File: src/rtl/alu_issue_pkg.sv
// Shared definitions for the alu issue stage: alu control codes, aluop
// encodings and the issue FSM state encoding.
package alu_issue_pkg;

  // Control codes driven to the external alu
  localparam logic [3:0] ALU_CTRL_AND = 4'b0000;
  localparam logic [3:0] ALU_CTRL_OR  = 4'b0001;
  localparam logic [3:0] ALU_CTRL_ADD = 4'b0010;
  localparam logic [3:0] ALU_CTRL_SUB = 4'b0110;

  // aluop field encodings coming from the main decoder
  localparam logic [1:0] ALUOP_ADD   = 2'b00;
  localparam logic [1:0] ALUOP_SUB   = 2'b01;
  localparam logic [1:0] ALUOP_RTYPE = 2'b10;
  localparam logic [1:0] ALUOP_RSVD  = 2'b11;

  // R-type funct3 values that this stage supports
  localparam logic [2:0] FUNCT3_ADDSUB = 3'b000;
  localparam logic [2:0] FUNCT3_OR     = 3'b110;
  localparam logic [2:0] FUNCT3_AND    = 3'b111;

  // Issue FSM states
  typedef enum logic [1:0] {
    ST_IDLE = 2'b00,
    ST_EXEC = 2'b01,
    ST_HOLD = 2'b10
  } issue_state_e;

endpackage : alu_issue_pkg

File: src/rtl/alu_ctrl_decode.sv
// Combinational alu control decode: maps aluop/funct3/funct7b5 to a control
// code and flags every combination outside the supported table as illegal.
module alu_ctrl_decode
  import alu_issue_pkg::*;
(
  input  logic [1:0] aluop,
  input  logic [2:0] funct3,
  input  logic       funct7b5,
  output logic [3:0] control,
  output logic       illegal
);

  // Decode table; unsupported R-type encodings and the reserved aluop are illegal
  always_comb begin
    control = 4'b0000;
    illegal = 1'b0;
    case (aluop)
      ALUOP_ADD: control = ALU_CTRL_ADD;
      ALUOP_SUB: control = ALU_CTRL_SUB;
      ALUOP_RTYPE: begin
        case ({funct3, funct7b5})
          {FUNCT3_ADDSUB, 1'b0}: control = ALU_CTRL_ADD;
          {FUNCT3_ADDSUB, 1'b1}: control = ALU_CTRL_SUB;
          {FUNCT3_AND,    1'b0}: control = ALU_CTRL_AND;
          {FUNCT3_OR,     1'b0}: control = ALU_CTRL_OR;
          default: begin
            control = 4'b0000;
            illegal = 1'b1;
          end
        endcase
      end
      default: begin
        control = 4'b0000;
        illegal = 1'b1;
      end
    endcase
  end

endmodule : alu_ctrl_decode

File: src/rtl/alu_issue.sv
// Alu issue stage: accepts one request at a time, drives registered operands
// and control code to an external combinational alu, captures its result and
// holds the response until the consumer takes it.
module alu_issue
  import alu_issue_pkg::*;
#(
  parameter int WIDTH = 64
) (
  input  logic             clk,
  input  logic             reset,
  input  logic             in_valid,
  output logic             in_ready,
  input  logic [1:0]       in_aluop,
  input  logic [2:0]       in_funct3,
  input  logic             in_funct7b5,
  input  logic [WIDTH-1:0] in_a,
  input  logic [WIDTH-1:0] in_b,
  output logic [WIDTH-1:0] alu_data1,
  output logic [WIDTH-1:0] alu_data2,
  output logic [3:0]       alu_control,
  input  logic [WIDTH-1:0] alu_result,
  input  logic             alu_zero,
  output logic             out_valid,
  input  logic             out_ready,
  output logic [WIDTH-1:0] out_result,
  output logic             out_zero,
  output logic             out_err
);

  logic [3:0]       w_ctrl;
  logic             w_illegal;

  issue_state_e     r_state;
  logic             r_in_ready;
  logic [WIDTH-1:0] r_alu_data1;
  logic [WIDTH-1:0] r_alu_data2;
  logic [3:0]       r_alu_control;
  logic             r_out_valid;
  logic [WIDTH-1:0] r_out_result;
  logic             r_out_zero;
  logic             r_out_err;

  alu_ctrl_decode u_decode (
    .aluop    (in_aluop),
    .funct3   (in_funct3),
    .funct7b5 (in_funct7b5),
    .control  (w_ctrl),
    .illegal  (w_illegal)
  );

  // Issue FSM with all outputs registered; an illegal request skips EXEC and
  // leaves the alu-facing registers untouched
  always_ff @(posedge clk or posedge reset) begin
    if (reset) begin
      r_state       <= ST_IDLE;
      r_in_ready    <= 1'b1;
      r_alu_data1   <= '0;
      r_alu_data2   <= '0;
      r_alu_control <= 4'b0000;
      r_out_valid   <= 1'b0;
      r_out_result  <= '0;
      r_out_zero    <= 1'b0;
      r_out_err     <= 1'b0;
    end else begin
      case (r_state)
        ST_IDLE: begin
          if (in_valid) begin
            r_in_ready <= 1'b0;
            if (w_illegal) begin
              r_out_result <= '0;
              r_out_zero   <= 1'b0;
              r_out_err    <= 1'b1;
              r_out_valid  <= 1'b1;
              r_state      <= ST_HOLD;
            end else begin
              r_alu_data1   <= in_a;
              r_alu_data2   <= in_b;
              r_alu_control <= w_ctrl;
              r_state       <= ST_EXEC;
            end
          end else begin
            r_in_ready <= 1'b1;
          end
        end
        ST_EXEC: begin
          r_out_result <= alu_result;
          r_out_zero   <= alu_zero;
          r_out_err    <= 1'b0;
          r_out_valid  <= 1'b1;
          r_state      <= ST_HOLD;
        end
        ST_HOLD: begin
          // The consume edge returns to IDLE but never accepts a new request
          if (r_out_valid && out_ready) begin
            r_out_valid <= 1'b0;
            r_in_ready  <= 1'b1;
            r_state     <= ST_IDLE;
          end else begin
            r_state <= ST_HOLD;
          end
        end
        default: begin
          r_state     <= ST_IDLE;
          r_in_ready  <= 1'b1;
          r_out_valid <= 1'b0;
        end
      endcase
    end
  end

  assign in_ready    = r_in_ready;
  assign alu_data1   = r_alu_data1;
  assign alu_data2   = r_alu_data2;
  assign alu_control = r_alu_control;
  assign out_valid   = r_out_valid;
  assign out_result  = r_out_result;
  assign out_zero    = r_out_zero;
  assign out_err     = r_out_err;

endmodule : alu_issue

File: config.mk
export PLATFORM = sky130hd
export DESIGN_NAME = alu_issue
export DESIGN_NICKNAME = d
export VERILOG_FILES = /design/src/rtl/alu_issue_pkg.sv /design/src/rtl/alu_ctrl_decode.sv /design/src/rtl/alu_issue.sv
export SDC_FILE = /design/constraint.sdc
export NUM_CORES = 1
export LEC_CHECK = 0
export CORE_AREA = 2 2 155 157
export CTS_CLUSTER_SIZE = 20
export DETAILED_ROUTE_END_ITERATION = 10
export DIE_AREA = 0 0 157 159
export HOLD_SLACK_MARGIN = 0.02
export PLACE_DENSITY = 0.76
export SKIP_LAST_GASP = 1
export SLEW_MARGIN = 5
export SYNTH_ARGS = -nofsm -noshare
export SYNTH_HDL_FRONTEND = slang
export SYNTH_SLANG_ARGS = --single-unit
File: constraint.sdc
create_clock -name clk -period 6.9 [get_ports clk]
set_input_delay 1.725 -clock clk [delete_from_list [all_inputs] [get_ports clk]]
set_output_delay 1.725 -clock clk [all_outputs]
set_load 0.005 [all_outputs]
==> results_dict.tcl <==
set metrics [dict create \
    finalSetupTns_ps 0 \
    placementRows 56 \
    yosysUniqueCellTypes 35 \
    dr.pass1.iters 4 \
    clockBufferDepth 3 \
    yosysTopAreaCellShare 0.645 \
    drt-vias-per-instance 4.57 \
    htree_levels 1 \
    status "complete, no violations" \
    dpl.hpwl_mm 16.8 \
    crit_path_cell_trace "clkdlybuf4s50_1 > or4_1 > a31oi_4 > buf_12 > mux2_1" \
    finish.utilization 0.552 \
    antenna_cells 0 \
    final-seq-area_um2 5030 \
    clock-sinks 201 \
    drv_slew 0 \
    synth_warnings 0 \
    synth-edff-count 0 \
    p_int_w 0.00389 \
    worst_hold_path_type "flop to flop" \
    die_w_um 157 \
    antenna_found_initial 1 \
    combPwrFrac 0.391 \
    postCtsSetupRepairBufs 0 \
    fillers 2000 \
    max_slew_margin 0.331 \
    ys_ff_latch 201 \
    end_kind "flop" \
    hold_ws_ps 480 \
    skew_ps 7.20 \
    start_util 0.334 \
    power.density_nw_per_um2 419 \
    syn2layout_area_growth_pct 65.0 \
    wl_mm 23.3 \
    cts_tree "built" \
    yosysSeqAreaShare 0.649 \
    ctsResizeCount 0 \
    yosys.area.top_type "dfrtp_1" \
    worstMarginPinSlew_ps 1000 \
    peakVddDrop_mv 0.254 \
    drc 0 \
    portBuffers 401 \
    slowest_delay_ps 640 \
    clock_latency_ps 510 \
    async_flop_share 1.00 \
    cp.required_ps 7280 \
    multi_input_area_um2 2500 \
    ant_nets 0 \
    cts_hold_buffers 0 \
    dieArea_um2 25000 \
    path_max_fanout 111 \
    core_region_area_um2 23200 \
    arrival_ps 4490 \
    fmax_ghz 0.244 \
    cap_violations 0 \
    drt_iter0_drc 285 \
    grt_pass1_vias 6282 \
    layout_common_cells "401 x clkdlybuf4s50_1, 200 x dfrtp_1, 133 x nand2_1, 123 x mux2_1, 66 x a21oi_1" \
    netSwitchingFraction 0.275 \
    finalCritPeriodShare 0.595 \
    finalHoldViolCount 0 \
    layout.cells.non_filler 1329 \
    nets 1196 \
    setup_viol 0 \
    drive_above_1_share 0.0515 \
    stdcell_area_um2 12800 \
    finalCriticalPeriod_ps 4110 \
    synthCells 597 \
    vias 6069 \
    cp-start-kind "input pin" \
    leakage_nw 5.30 \
    root_buffer "clkbuf_16" \
    power_switching_w 0.00148 \
    sequentialPowerShare 0.381 \
    grt_max_degree 112 \
    netlist_top_cells_area "dfrtp_1 65%, mux2_1 18%, nand2_1 6.4%" \
    rsz0062_at_grt "no" \
    syn-cell-area_um2 7760 \
    wl_per_cell_um 17.5 \
    synth.avg_cell_area_um2 13.0 \
    globalplace.congestion 0.778 \
    clkPwrFrac 0.228 \
    numCtsBuffers 24 \
    die_h_um 159 \
    synth_ff_type "dfrtp_1" \
    grt_pass1_wl_mm 35.0 \
    ioPinCount 403 \
    critical_path_class "input pin to flop" \
    path_clk_slew_ps 50 \
    dpl_cell_area_um2 12000 \
    syn_nets 800 \
    final_common_cell "clkdlybuf4s50_1" \
    cp_slowest_cell "a31oi_4" \
    track_usage 0.179 \
    placed_cells 1286 \
    grt_overflow 0 \
]
-- area by class of cell --
class	instances	share of cell area
clock inverter	3	0.00313
clock buffer	40	0.0572
tap	319	0.0312
inverter	3	0.00117
multi-input combinational	355	0.195
sequential	201	0.393
timing repair buffer	408	0.319
-- through the flow --
step | setup slack, ps | total power, W
finish | 2790 | 0.00536
global route | 2640 | 0.00569
CTS | 2800 | 0.00545
detailed placement | 2260 | 0.00419
global placement | 2310 | 0.00412
floorplan | 2570 | 0.00271
-- sequential cells by signal, indices dropped and copies added, names as in the netlist --
signal,cells
r_state,2
out_err,1
alu_data2,64
out_valid,1
out_zero,1
alu_control,3
alu_data1,64
in_ready,1
out_result,64
-- worst max-delay path, delay by kind of cell --
family	cells	cell delay (ps)
muxes	1	390
and+or+nand+nor	1	620
buffers and inverters	2	940
AOI/OAI and AO/OA	1	640
-- metal layers --
metal	global-route usage	wire [um]
met5	0	18
met4	0.0525	705
met3	0.0602	2110
met2	0.324	11800
met1	0.197	8640
-- cell families after synthesis --
kind of cell / after synthesis / synth area share
AO/OA/AOI/OAI: 77 / 0.0539
buffers and inverters: 41 / 0.0323
flip-flops: 201 / 0.649
multiplexers: 129 / 0.187
other: 1 / 0.000483
AND/OR/NAND/NOR: 148 / 0.0776
-- Yosys cell counts, types with 2 or more instances --
cell,instances
clkbuf_1,17
a21oi_1,66
inv_1,3
nor4_1,3
buf_2,8
nor2b_1,2
nand2b_1,2
nand2_1,133
dfrtp_1,200
mux2_2,6
mux2_1,123
buf_6,11
-- final timing paths --
kind,slack [ps],end,from,cells past startpoint
min reg2reg,480,alu_data2[7]$_DFFE_PP0P_,alu_data2[7]$_DFFE_PP0P_,1
max,2790,alu_data2[29]$_DFFE_PP0P_,in_funct3[2],5
min,480,alu_data2[7]$_DFFE_PP0P_,alu_data2[7]$_DFFE_PP0P_,1
min in group asynchronous,1450,out_result[37]$_DFFE_PP0P_,reset,2
max in group asynchronous,4280,out_result[54]$_DFFE_PP0P_,reset,3
max reg2reg,4090,alu_data2[29]$_DFFE_PP0P_,r_state[1]$_DFFE_PP0P_,4
-- power groups by stage --
stage	clock, W	sequential (W)	combinational, W
floorplan	0	0.00209	0.000621
global placement	0	0.00203	0.00209
detailed placement	0	0.00206	0.00213
CTS	0.00127	0.00205	0.00214
global route	0.00131	0.00212	0.00227
finish	0.00123	0.00204	0.00210
Note: power is estimated with default switching activity, not from simulation.
